$ cat src/rtl/bp_pkg.sv
// ---------------------------------------------------------------------------
// bp_pkg: shared types for the branch-prediction unit.
//   addr_t            32-bit instruction address
//   bht_upd_t         one resolved-branch update {pc, dest, taken}
//   EXE_BR_LANES      number of branch-resolution lanes from execute
//   bht_ctrl_state_t  BHT write-port controller states {INIT, RUN}
//   lane_count()      number of set bits in a lane-valid vector (0..2)
// ---------------------------------------------------------------------------
package bp_pkg;

    typedef logic [31:0] addr_t;

    typedef struct packed {
        addr_t pc;
        addr_t dest;
        logic  taken;
    } bht_upd_t;

    localparam int EXE_BR_LANES = 2;

    typedef enum logic {
        INIT = 1'b0,
        RUN  = 1'b1
    } bht_ctrl_state_t;

    function automatic logic [1:0] lane_count(input logic [EXE_BR_LANES-1:0] v);
        return {1'b0, v[0]} + {1'b0, v[1]};
    endfunction

endpackage

$ cat src/rtl/bht_update_ctrl_if.sv
// ---------------------------------------------------------------------------
// bht_update_ctrl_if: signal bundle around the BHT update controller.
//   exe_*    resolved branches from the dual-issue execute stage (lane 0 older)
//   upd_*    single update/write port towards the bht instance
//   init_*   clear-write sweep towards the bht instance
// Modports:
//   slave  - the controller (consumes exe_*, upd_ready; drives the rest)
//   master - the surrounding environment (execute stage + bht)
// ---------------------------------------------------------------------------
interface bht_update_ctrl_if
    import bp_pkg::*;
#(
    parameter int SET_NUM       = 8,
    parameter int ASSOCIATIVITY = 2
) ();

    localparam int INIT_AW = $clog2(SET_NUM) + $clog2(ASSOCIATIVITY);

    logic [EXE_BR_LANES-1:0]       exe_valid;
    logic [EXE_BR_LANES-1:0][31:0] exe_pc;
    logic [EXE_BR_LANES-1:0][31:0] exe_dest;
    logic [EXE_BR_LANES-1:0]       exe_taken;
    logic                          exe_ready;

    logic                          upd_valid;
    logic [31:0]                   upd_pc;
    logic [31:0]                   upd_dest;
    logic                          upd_taken;
    logic                          upd_ready;

    logic                          init_we;
    logic [INIT_AW-1:0]            init_addr;
    logic                          init_busy;

    modport slave (
        input  exe_valid, exe_pc, exe_dest, exe_taken, upd_ready,
        output exe_ready, upd_valid, upd_pc, upd_dest, upd_taken,
        output init_we, init_addr, init_busy
    );

    modport master (
        output exe_valid, exe_pc, exe_dest, exe_taken, upd_ready,
        input  exe_ready, upd_valid, upd_pc, upd_dest, upd_taken,
        input  init_we, init_addr, init_busy
    );

endinterface

$ cat src/rtl/bht_upd_fifo.sv
// ---------------------------------------------------------------------------
// bht_upd_fifo: 2-write / 1-read in-order circular queue of bht_upd_t.
// Ports:
//   clk, resetn   clock, asynchronous active-low reset
//   n_enq         number of entries written this cycle (0..2), already
//                 compacted: wr_data[0] is the older, wr_data[1] the younger
//   wr_data       entries to write
//   pop           remove the head entry this cycle
//   head          current head entry (combinational from storage)
//   count         number of valid entries, 0..DEPTH
// The caller guarantees n_enq never overflows the queue.
// ---------------------------------------------------------------------------
module bht_upd_fifo
    import bp_pkg::*;
#(
    parameter int DEPTH = 4,
    localparam int PTR_W = $clog2(DEPTH),
    localparam int CNT_W = PTR_W + 1
) (
    input  logic                   clk,
    input  logic                   resetn,
    input  logic [1:0]             n_enq,
    input  bht_upd_t [1:0]         wr_data,
    input  logic                   pop,
    output bht_upd_t               head,
    output logic [CNT_W-1:0]       count
);

    localparam logic [CNT_W-1:0] DEPTH_C = CNT_W'(DEPTH);

    bht_upd_t         mem [DEPTH];
    logic [PTR_W-1:0] wr_ptr_reg;
    logic [PTR_W-1:0] rd_ptr_reg;
    logic [CNT_W-1:0] count_reg;
    logic [PTR_W-1:0] wr_ptr_p1;

    // Pointers are power-of-two wide, so plain addition wraps modulo DEPTH.
    assign wr_ptr_p1 = wr_ptr_reg + 1'b1;

    // Storage needs no reset; only count decides which slots are meaningful.
    always_ff @(posedge clk) begin
        if (n_enq != 2'd0) begin
            mem[wr_ptr_reg] <= wr_data[0];
        end
        if (n_enq == 2'd2) begin
            mem[wr_ptr_p1] <= wr_data[1];
        end
    end

    always_ff @(posedge clk or negedge resetn) begin
        if (!resetn) begin
            wr_ptr_reg <= '0;
            rd_ptr_reg <= '0;
            count_reg  <= '0;
        end else begin
            wr_ptr_reg <= wr_ptr_reg + PTR_W'(n_enq);
            rd_ptr_reg <= rd_ptr_reg + PTR_W'(pop);
            count_reg  <= count_reg + CNT_W'(n_enq) - CNT_W'(pop);
        end
    end

    assign head  = mem[rd_ptr_reg];
    assign count = count_reg;

    count_bound: assert property (@(posedge clk) disable iff (!resetn) count_reg <= DEPTH_C)
        else $error("bht_upd_fifo count exceeded DEPTH");

endmodule

$ cat src/rtl/bht_update_ctrl.sv
// ---------------------------------------------------------------------------
// bht_update_ctrl: sequences all write traffic into the BHT replace port.
//   After reset it sweeps every {index, way} with a clear-write, then
//   queues resolved branches (up to two per cycle) and drains them one per
//   cycle onto the update port, strictly in resolution order.
// Ports:
//   clk     clock
//   resetn  asynchronous active-low reset
//   bus     bht_update_ctrl_if.slave (exe_*, upd_*, init_*)
// Build option:
//   BHT_UPD_BYPASS_EN - when defined, an update arriving while the queue is
//   empty and the BHT port is ready is issued combinationally in the same
//   cycle (oldest valid lane only; a second lane is still queued).
// ---------------------------------------------------------------------------
module bht_update_ctrl
    import bp_pkg::*;
#(
    parameter int SET_NUM       = 8,
    parameter int ASSOCIATIVITY = 2,
    parameter int DEPTH         = 4
) (
    input  logic              clk,
    input  logic              resetn,
    bht_update_ctrl_if.slave  bus
);

    localparam int INDEX_BITS = $clog2(SET_NUM);
    localparam int WAY_BITS   = $clog2(ASSOCIATIVITY);
    localparam int INIT_AW    = INDEX_BITS + WAY_BITS;
    localparam int CNT_W      = $clog2(DEPTH) + 1;

    localparam logic [INIT_AW-1:0] INIT_LAST   = INIT_AW'(SET_NUM * ASSOCIATIVITY - 1);
    localparam logic [CNT_W-1:0]   ENQ2_LIMIT  = CNT_W'(DEPTH - 2);

    // -------------------------------------------------------------------
    // FSM + sweep counter
    // -------------------------------------------------------------------
    bht_ctrl_state_t    state_reg;
    logic [INIT_AW-1:0] init_addr_reg;
    logic               init_busy_reg;

    always_ff @(posedge clk or negedge resetn) begin
        if (!resetn) begin
            state_reg     <= INIT;
            init_addr_reg <= '0;
            init_busy_reg <= 1'b1;
        end else begin
            case (state_reg)
                INIT: begin
                    if (init_addr_reg == INIT_LAST) begin
                        state_reg     <= RUN;
                        init_addr_reg <= '0;
                        init_busy_reg <= 1'b0;
                    end else begin
                        init_addr_reg <= init_addr_reg + 1'b1;
                    end
                end
                RUN: begin
                    init_addr_reg <= '0;
                    init_busy_reg <= 1'b0;
                end
                default: begin
                    state_reg     <= INIT;
                    init_addr_reg <= '0;
                    init_busy_reg <= 1'b1;
                end
            endcase
        end
    end

    assign bus.init_we   = init_busy_reg;
    assign bus.init_busy = init_busy_reg;
    assign bus.init_addr = init_addr_reg;

    // -------------------------------------------------------------------
    // Lane unpacking
    // -------------------------------------------------------------------
    bht_upd_t [EXE_BR_LANES-1:0] lane_upd;

    genvar gi;
    generate
        for (gi = 0; gi < EXE_BR_LANES; gi++) begin : g_lane
            assign lane_upd[gi] = {bus.exe_pc[gi], bus.exe_dest[gi], bus.exe_taken[gi]};
        end
    endgenerate

    // -------------------------------------------------------------------
    // Accept / bypass / enqueue
    // -------------------------------------------------------------------
    logic [CNT_W-1:0]        fifo_count;
    bht_upd_t                fifo_head;
    logic                    run;
    logic                    exe_ready_int;
    logic                    queue_empty;
    logic [EXE_BR_LANES-1:0] acc_valid;
    logic [EXE_BR_LANES-1:0] enq_valid;
    logic                    byp_take;
    bht_upd_t                byp_data;
    logic [1:0]              n_enq;
    bht_upd_t [1:0]          wr_data;
    logic                    pop;
    bht_upd_t                upd_sel;

    assign run         = (state_reg == RUN);
    assign queue_empty = (fifo_count == '0);
    // Room for two is required before accepting anything, so upstream never
    // has to split a pair; this does not look at upd_ready.
    assign exe_ready_int = run && (fifo_count <= ENQ2_LIMIT);
    assign acc_valid     = bus.exe_valid & {EXE_BR_LANES{exe_ready_int}};

    always_comb begin
        enq_valid = acc_valid;
        byp_take  = 1'b0;
        byp_data  = '0;
`ifdef BHT_UPD_BYPASS_EN
        // Only legal with an empty queue, otherwise ordering would break.
        if (queue_empty && bus.upd_ready && (acc_valid != '0)) begin
            byp_take  = 1'b1;
            byp_data  = acc_valid[0] ? lane_upd[0] : lane_upd[1];
            // Drop the oldest valid lane from the enqueue set.
            enq_valid = acc_valid & (acc_valid - 1'b1);
        end
`endif
    end

    // Compaction: a lone lane 1 lands in the first free slot.
    assign n_enq      = lane_count(enq_valid);
    assign wr_data[0] = enq_valid[0] ? lane_upd[0] : lane_upd[1];
    assign wr_data[1] = lane_upd[1];

    assign pop = !queue_empty && bus.upd_ready;

    bht_upd_fifo #(
        .DEPTH (DEPTH)
    ) u_fifo (
        .clk     (clk),
        .resetn  (resetn),
        .n_enq   (n_enq),
        .wr_data (wr_data),
        .pop     (pop),
        .head    (fifo_head),
        .count   (fifo_count)
    );

    // -------------------------------------------------------------------
    // Update port: queue head has priority; outputs are zero when idle so
    // stale storage never reaches the BHT.
    // -------------------------------------------------------------------
    always_comb begin
        upd_sel = '0;
        if (!queue_empty) begin
            upd_sel = fifo_head;
        end else if (byp_take) begin
            upd_sel = byp_data;
        end
    end

    assign bus.exe_ready = exe_ready_int;
    assign bus.upd_valid = !queue_empty || byp_take;
    assign bus.upd_pc    = upd_sel.pc;
    assign bus.upd_dest  = upd_sel.dest;
    assign bus.upd_taken = upd_sel.taken;

endmodule

$ cat src/flat_wrapper.sv
// flat-port wrapper written by rule: the top's interface ports become plain ports
module bht_update_ctrl_flat import bp_pkg::*;
#(
    parameter int SET_NUM       = 8,
    parameter int ASSOCIATIVITY = 2,
    parameter int DEPTH         = 4
)
  (clk, resetn, bus_exe_valid, bus_exe_pc, bus_exe_dest, bus_exe_taken, bus_upd_ready, bus_exe_ready, bus_upd_valid, bus_upd_pc, bus_upd_dest, bus_upd_taken, bus_init_we, bus_init_addr, bus_init_busy);
  bht_update_ctrl_if #(.SET_NUM(SET_NUM), .ASSOCIATIVITY(ASSOCIATIVITY)) bus_i ();
  input  logic clk;
  input  logic resetn;
  input wire logic [$bits(bus_i.exe_valid)-1:0] bus_exe_valid;
  input wire logic [$bits(bus_i.exe_pc)-1:0] bus_exe_pc;
  input wire logic [$bits(bus_i.exe_dest)-1:0] bus_exe_dest;
  input wire logic [$bits(bus_i.exe_taken)-1:0] bus_exe_taken;
  input wire logic [$bits(bus_i.upd_ready)-1:0] bus_upd_ready;
  output wire logic [$bits(bus_i.exe_ready)-1:0] bus_exe_ready;
  output wire logic [$bits(bus_i.upd_valid)-1:0] bus_upd_valid;
  output wire logic [$bits(bus_i.upd_pc)-1:0] bus_upd_pc;
  output wire logic [$bits(bus_i.upd_dest)-1:0] bus_upd_dest;
  output wire logic [$bits(bus_i.upd_taken)-1:0] bus_upd_taken;
  output wire logic [$bits(bus_i.init_we)-1:0] bus_init_we;
  output wire logic [$bits(bus_i.init_addr)-1:0] bus_init_addr;
  output wire logic [$bits(bus_i.init_busy)-1:0] bus_init_busy;
  assign bus_i.exe_valid = bus_exe_valid;
  assign bus_i.exe_pc = bus_exe_pc;
  assign bus_i.exe_dest = bus_exe_dest;
  assign bus_i.exe_taken = bus_exe_taken;
  assign bus_i.upd_ready = bus_upd_ready;
  assign bus_exe_ready = bus_i.exe_ready;
  assign bus_upd_valid = bus_i.upd_valid;
  assign bus_upd_pc = bus_i.upd_pc;
  assign bus_upd_dest = bus_i.upd_dest;
  assign bus_upd_taken = bus_i.upd_taken;
  assign bus_init_we = bus_i.init_we;
  assign bus_init_addr = bus_i.init_addr;
  assign bus_init_busy = bus_i.init_busy;
  bht_update_ctrl #(.SET_NUM(SET_NUM), .ASSOCIATIVITY(ASSOCIATIVITY), .DEPTH(DEPTH)) u_core (.clk(clk), .resetn(resetn), .bus(bus_i));
endmodule
$ cat config.mk
export PLATFORM = sky130hd
export DESIGN_NAME = bht_update_ctrl_flat
export DESIGN_NICKNAME = d
export VERILOG_FILES = /design/src/rtl/bp_pkg.sv /design/src/rtl/bht_update_ctrl_if.sv /design/src/rtl/bht_upd_fifo.sv /design/src/rtl/bht_update_ctrl.sv /design/src/flat_wrapper.sv
export SDC_FILE = /design/constraint.sdc
export NUM_CORES = 1
export LEC_CHECK = 0
export CAP_MARGIN = 0
export CORE_MARGIN = 4
export CORE_UTILIZATION = 55
export CTS_CLUSTER_DIAMETER = 30
export DETAILED_ROUTE_END_ITERATION = 8
export DONT_BUFFER_PORTS = 1
export HOLD_SLACK_MARGIN = 0.08
export PLACE_DENSITY_LB_ADDON = 0.3
export SKIP_CTS_REPAIR_TIMING = 1
export SLEW_MARGIN = 20
export SYNTH_ARGS = -nofsm -noshare
export SYNTH_HDL_FRONTEND = slang
export SYNTH_SLANG_ARGS = --single-unit
$ cat constraint.sdc
create_clock -name clk -period 11.54 [get_ports clk]
set_input_delay 1.154 -clock clk [delete_from_list [all_inputs] [get_ports clk]]
set_output_delay 1.154 -clock clk [all_outputs]
set_load 0.05 [all_outputs]
Word level (Yosys, flattened, before mapping)
Memories as Yosys holds them, arrays and structs flattened.
Cells that the tools add are included.
Widths: inputs -> output; s select.

storage, ports and cells
  bits in latches = 0
  memories = 1
  logic and storage cells = 37
  memory bits (read-only) = 0
  bits in registers = 13
  memory bits (writable) = 260

operators by class
  shift-type cells = 0
  mux-type cells = 12
  add/sub/neg operators = 7
  magnitude comparators = 1
  reduce and logical (&&, ||, !) cells = 5
  equal/unequal tests = 3
  multiply operators = 0
  div/mod/pow operators = 0
  bitwise gates (word level) = 2

memories
  memory             depth  bits a word  read ports  clocked after memory_dff  wr ports  line                RTL
  u_core.u_fifo.mem  4      65           1           0                         2         bht_upd_fifo.sv:31  bht_upd_t mem [DEPTH];

operators with widths
  operator             number
  $mux 65              2
  $pmux 4 s2           1
  $mux 1               7
  $add 4x1->4 const B  1
  $eq 4x4->1 const B   1
  $mux 4               1
  $add 3x2->3          1
  $le 3x2->1 const B   1
  $logic_not 3->1      1
  $sub 3x1->3          1
  $add 1x1->2          1
  $add 2x1->2          1
  $add 2x1->2 const B  1
  $add 2x2->2          1
  $and 2x2->2          1
  $eq 2x2->1 const B   1
  $logic_and 1x1->1    2
  $ne 2x1->1 const B   1
  $pmux 1 s2           1
  $reduce_bool 2->1    1
  $logic_not 1->1      1
  $not 1->1            1

Longest topological paths before layout
Gate-level depths: netlist (run 1).

  depth in word-level cells = 7
  depth in mapped cells = 11

Hierarchy
Synthesis (run 1) repeated with hierarchy kept, for this count alone.

unflattened totals
  cells, all modules = 834
  area total of the unflattened synthesis = 14846.7 um^2

by module, submodules not included
  module           sequential area each (um^2)  times used  area an instance (um^2)  cells each
  bht_upd_fifo     7982.7                       1           13315.3                  664
  bht_update_ctrl  151.4                        1           1531.5                   170

Worst setup path before layout (run 1)
No wires, ideal clock.

  kind = in2reg
  start point = in bus_exe_valid[1]
  end point = mem u_core.u_fifo.mem[0][0] (netlist bit), enable pin
  path slack = 4597 ps
  stages on the path = 4
  data required time = 10956 ps
  arrival = 6359 ps
  cells stage by stage = and3_1 inv_1 ha_1 o31ai_1

RTL lines
  what             line                RTL
  start, declared  flat_wrapper.sv:12  input wire logic [$bits(bus_i.exe_valid)-1:0] bus_exe_valid;
  end, declared    bht_upd_fifo.sv:31

Worst setup path in the final report (run 1)
  start point = reg u_core.u_fifo.rd_ptr_reg[0]
  end point = out bus_upd_dest[13]

on the way
  longest elaborated chain between the ends = 2

ends and longest elaborated chain
  what                    line                    RTL
  start, declared         bht_upd_fifo.sv:33      logic [PTR_W-1:0] rd_ptr_reg;
  start signal, assigned  bht_upd_fifo.sv:57      rd_ptr_reg <= rd_ptr_reg + PTR_W'(pop);
  $mem_v2 4x65            --
  $mux 65                 bht_update_ctrl.sv:151  if (!queue_empty) begin
  end, declared           flat_wrapper.sv:20      output wire logic [$bits(bus_i.upd_dest)-1:0] bus_upd_dest;

No other way between the ends.

==> impl_metrics.json, run 1 <==
{
  "clk_pin_slew_ns": 0.05,
  "dpl_cell_area_um2": 14700,
  "dp_hpwl_um": 18800,
  "ys_types": 32,
  "area.sequential_um2": 8140,
  "r2r-end": "u_core.u_fifo.mem[3][64]$_DFFE_PP_",
  "hold_violations": 0,
  "place_ws_ns": 7.75,
  "gp_congestion": 0.798,
  "peakVddDrop_uv": 203,
  "start_util_pct": 55.7,
  "die_h_um": 170,
  "r2r_start": "u_core.u_fifo.count[2]$_DFF_PN0_",
  "htree_levels": 2,
  "numPortBuffers": 0,
  "syn_inst": 767,
  "path_cells": "buf_4 > mux4_2 > and2_1",
  "cts_inserted_buffers": 54,
  "first_pass_iters": 4,
  "final_area_um2": 16500,
  "setup_tns_ns": 0,
  "netlist_area_um2": 14500,
  "synth.most_common_cell": "edfxtp_1",
  "area_growth_pct": 14.1,
  "period_share_pct": 36.7,
  "critPathLaunchType": "flop",
  "rsz0062_at_grt": "false",
  "nets": 934,
  "worstPathRequired_ns": 10.39,
  "wl_um": 31000,
  "final_util_pct": 63.6,
  "synth_ff_type": "edfxtp_1",
  "slew_violations": 0,
  "hold_path_class": "input pin to asynchronous set/reset pin",
  "timing.fmax_mhz": 236,
  "cts_tree": "built",
  "wl_per_cell_um": 26.5,
  "tightestPinTransition_ns": 1.07,
  "critPathSlowestCell": "dfrtp_4",
  "postSynthAreaPerCell_um2": 18.9,
  "dieArea_um2": 29000,
  "grt.total_usage_pct": 21.3,
  "cts_root_buf": "clkbuf_16",
  "crit_arrival_ns": 3.09,
  "ios": 208,
  "drt-initial-drc-count": 481,
  "vias": 7130,
  "ys_warn_count": 0,
  "grt_pass1_wl_um": 47000,
  "rrSetupSlack_ns": 8.43,
  "postLayoutSetupSlackWorst_ns": 7.30,
  "power_mw": 5.18,
  "clockBufferDepth": 3,
  "ys_top_cells_by_area": "edfxtp_1 (54%), mux2_4 (21%), mux4_2 (10%), mux2_2 (4.7%), and2_1 (2.9%)",
  "cp_slowest_stage_delay_ns": 0.85,
  "endpoint_kind": "output port",
  "maxCapViolations": 0,
  "ant_nets": 0,
  "grt_max_degree": 67,
  "cp-startpoint": "u_core.u_fifo.rd_ptr_reg[0]$_DFF_PN0_",
  "crit_path_max_fanout": 35,
  "worstRegToRegCells": 7,
  "crit_end": "bus_upd_dest[13]",
  "die_x_um": 170,
  "async_reset_ff_share_pct": 4.76,
  "skew_ns": 0.00941,
  "ys_seq_elements": 273,
  "synth_top_area_share_pct": 53.9,
  "synthTopCellsByCount": "edfxtp_1 (260), mux2_4 (200), and2_1 (67)",
  "ys_seq_area_share_pct": 56.2,
  "max_slew_margin_pct": 28.7,
  "synth_area_leader_cell": "edfxtp_1",
  "via_per_inst": 6.08,
  "overflow": 0,
  "cts.sink_count": 273,
  "outcome": "finished, final reports clean",
  "core_um2": 26000,
  "syn_nets": 911,
  "synth-edff-count": 260,
  "p_leak_nw": 6.32,
  "grt_antenna_before_repair": 0,
  "largest_register_ffs": 260,
  "grt_pass1_vias": 7947,
  "multi_input_area_um2": 5990,
  "setup_violations": 0,
  "p_per_area_nw_per_um2": 314,
  "n_fill_cell": 1765,
  "post-route-min-period_ns": 4.24,
  "drc": 0,
  "clock_latency_ns": 0.54,
  "path_class": "flop to output port",
  "drive_gt1_share_pct": 52.9,
  "rows": 59
}
-- cell families (layout without fill, tap and decap cells) --
family	count (synthesis)	after routing	share of synthesized area (%)
multiplexers	325	325	35.5
flip-flops	273	273	56.2
AND/OR/NAND/NOR	84	84	3.53
buffers and inverters	61	130	3.02
adder cells (fa/ha/maj)	9	9	0.830
AO/OA/AOI/OAI	8	8	0.484
XOR/XNOR	7	7	0.424
other	0	1	0
-- worst min path at each step --
| stage | slack (ns) | endpoint | start | cells past startpoint |
|---|---|---|---|---|
| after floorplan | 0.44 | u_core.bus.init_addr[2]$_DFF_PN0_ | u_core.run$_DFF_PN0_ | 1 |
| after global placement | 0.47 | u_core.u_fifo.count[2]$_DFF_PN0_ | u_core.u_fifo.count[2]$_DFF_PN0_ | 1 |
| after detailed placement | 0.50 | u_core.bus.init_addr[2]$_DFF_PN0_ | u_core.run$_DFF_PN0_ | 1 |
| after CTS | 0.29 | u_core.bus.init_addr[2]$_DFF_PN0_ | resetn | 0 |
| after global routing | 0.28 | u_core.bus.init_addr[2]$_DFF_PN0_ | resetn | 0 |
| final | 0.31 | u_core.bus.init_addr[2]$_DFF_PN0_ | resetn | 0 |
-- final cells by class --
type                            instances  share of cell area (%)
Timing Repair Buffer                   18                   0.818
Antenna cell                            1                  0.0152
Inverter                               10                   0.227
Sequential cell                       273                    49.3
Clock buffer                           58                    8.40
Multi-Input combinational cell        433                    36.3
Clock inverter                         44                    2.42
Tap cell                              335                    2.54
-- power by group --
group / internal (mW) / switching [mW]
Sequential: 1.42 / 0.155
Combinational: 0.768 / 1.34
Clock: 0.999 / 0.496
-- critical path: cells and delay by family (launching register included) --
kind          cells  cell delay [ns]
buf+inv           1             0.70
flops             1             0.85
mux               1             0.62
simple gates      1             0.35
-- per-stage QoR --
stage	cells	hold slack (ns)
floorplan	767	0.438
CTS	1171	0.286
global route	1171	0.282
detailed placement	1069	0.498
finish	1172	0.308
global placement	1069	0.470
-- placed cells by master (no fill, tap or decap), types with 3 or more instances in the layout --
master	n
clkbuf_16	55
dfrtp_1	10
clkinvlp_4	5
mux4_2	65
clkbuf_1	3
edfxtp_1	260
xnor2_1	5
mux2_2	60
inv_1	10
nor2_1	4
clkinv_1	13
bufinv_16	6
mux2_4	200
clkinv_4	3
and2_1	67
buf_4	18
o2111ai_4	3
ha_1	8
clkinv_2	14
-- per-layer routing --
layer	vias to the layer above	part of all wire, %	track usage (%)
met4	0	1.9	5.90
met5	-	0	0
met1	3702	36	23.8
met2	270	52	37.5
met3	54	10	8.76
li1	3104	-	-
Power figures use the tool's default switching activity.
==> run 2, diff against run 1 <==
==> constraint.sdc (replaced) <==
create_clock -name clk -period 3.5 [get_ports clk]
set_input_delay 0.35 -clock clk [delete_from_list [all_inputs] [get_ports clk]]
set_output_delay 0.35 -clock clk [all_outputs]
set_load 0.05 [all_outputs]
==> run 2 against run 1 <==
Against the previous run: worst setup slack worse by 7.1 ns; combinational power rose to 3.6 times the previous value; cell area increased by 13%; wire length up 12%; sequential cell count did not move; first-iteration DRC count is 6.7% higher; die area did not move; register-to-register slack worse by 8.3 ns.
==> impl_metrics.json, run 2 (synthesis results as in run 1) <==
{
  "max_slew_margin_pct": 31.0,
  "final_cell_mix": "edfxtp_1 (260), mux2_4 (200), dlygate4sd3_1 (194), and2_1 (67), mux4_2 (65)",
  "drt-initial-drc-count": 513,
  "dieArea_um2": 29000,
  "drc": 0,
  "wl_per_cell_um": 25.3,
  "place_inst": 1070,
  "n_fill_cell": 1562,
  "die_h_um": 170,
  "start_util_pct": 55.7,
  "peakVddDrop_uv": 614,
  "place_ws_ns": 0.695,
  "vias": 8045,
  "p_per_area_nw_per_um2": 956,
  "tightestPinTransition_ns": 1.04,
  "maxCapViolations": 0,
  "path_class": "flop to flop",
  "area.sequential_um2": 8140,
  "period_share_pct": 95.7,
  "htree_levels": 2,
  "largest_register_ffs": 260,
  "postLayoutSetupSlackWorst_ns": 0.152,
  "cts.sink_count": 273,
  "hold_path_class": "input pin to flop",
  "nets": 1129,
  "clk_pin_slew_ns": 0.04,
  "grt_pass1_wl_um": 47100,
  "area_growth_pct": 28.8,
  "skew_ns": 0.0163,
  "whs_ns": 0.131,
  "ant_nets": 0,
  "overflow": 0,
  "p_leak_nw": 7.20,
  "path_cells": "and2b_2 > and3_1 > ha_1 > nand2b_1 > o2111ai_4 > buf_12 > mux2_4 > dlygate4sd3_1",
  "cts_tree": "built",
  "grt_pass1_vias": 8171,
  "dp_hpwl_um": 18500,
  "setup_violations": 0,
  "clockBufferDepth": 3,
  "crit_arrival_ns": 3.63,
  "cp_slowest_stage_delay_ns": 0.56,
  "worstPathRequired_ns": 3.78,
  "die_x_um": 170,
  "slew_violations": 0,
  "rows": 59,
  "cts_inserted_buffers": 54,
  "drive_gt1_share_pct": 43.6,
  "grt.total_usage_pct": 21.2,
  "endpoint_kind": "flop",
  "first_pass_iters": 5,
  "numPortBuffers": 0,
  "core_um2": 26000,
  "outcome": "finished, final reports clean",
  "clock_latency_ns": 0.55,
  "gp_congestion": 0.793,
  "hold_violations": 0,
  "critPathSlowestCell": "dlygate4sd3_1",
  "fin_cells": 1368,
  "ios": 208,
  "multi_input_area_um2": 5990,
  "grt_max_degree": 67,
  "critPathLaunchType": "flop",
  "power_mw": 17.8,
  "via_per_inst": 5.88,
  "wl_um": 34600,
  "post-route-min-period_ns": 3.35,
  "final_common_cell": "edfxtp_1",
  "grt_antenna_before_repair": 2,
  "cts_root_buf": "clkbuf_16",
  "timing.fmax_mhz": 299,
  "crit_path_max_fanout": 32
}
-- run 2: worst paths after layout --
kind / from / to / slack [ns] / cells after the start
worst min-delay path: bus_upd_ready / u_core.u_fifo.rd_ptr_reg[0]$_DFF_PN0_ / 0.13 / 2
worst min register to register: u_core.run$_DFF_PN0_ / u_core.bus.init_addr[2]$_DFF_PN0_ / 0.47 / 1
worst max-delay path: u_core.u_fifo.count[2]$_DFF_PN0_ / u_core.u_fifo.mem[3][49]$_DFFE_PP_ / 0.15 / 8
worst max register to register: u_core.u_fifo.count[2]$_DFF_PN0_ / u_core.u_fifo.mem[3][49]$_DFFE_PP_ / 0.15 / 8
max in group asynchronous: resetn / u_core.u_fifo.rd_ptr_reg[0]$_DFF_PN0_ / 2.82 / 1
min in group asynchronous: resetn / u_core.u_fifo.rd_ptr_reg[1]$_DFF_PN0_ / 0.25 / 1
-- run 2: layer usage --
layer | wire (um) | vias to the layer above | GRT usage (%)
li1 | - | 3498 | -
met2 | 18600 | 315 | 39.2
met1 | 13000 | 4180 | 23.2
met4 | 611 | 0 | 6.28
met3 | 2360 | 52 | 6.99
met5 | 0 | - | 0
-- run 2: metrics by stage --
step	instance area, um^2	setup TNS [ns]	utilization (%)
4_1_cts	16700	0	64.3
2_1_floorplan	14500	-10.31	-
3_5_place_dp	14900	0	57.2
3_3_place_gp	14900	0	57.2
5_1_grt	18600	-0.0122	71.8
6_report	18600	0	71.8
-- run 2: where the power goes --
group / total, mW / internal (mW) / switching, mW
clock: 5.06 / 3.36 / 1.71
combinational: 7.68 / 2.93 / 4.75
sequential: 5.09 / 4.69 / 0.399
-- run 2: critical path: cells and delay by family (launching register included) --
kind | cells | cell delay, ns
flip-flops | 1 | 0.39
AND/OR/NAND/NOR | 3 | 0.84
buffers and inverters | 2 | 0.88
multiplexers | 1 | 0.33
AO/OA/AOI/OAI | 1 | 0.35
adder cells (fa/ha/maj) | 1 | 0.27
-- run 2: final cells by class --
class | count | share of cell area, %
timing repair buffer | 213 | 11.8
sequential | 273 | 43.7
multi-input combinational | 433 | 32.1
clock inverter | 40 | 2.07
inverter | 10 | 0.201
clock buffer | 62 | 7.80
tap | 335 | 2.25
antenna | 2 | 0.0268
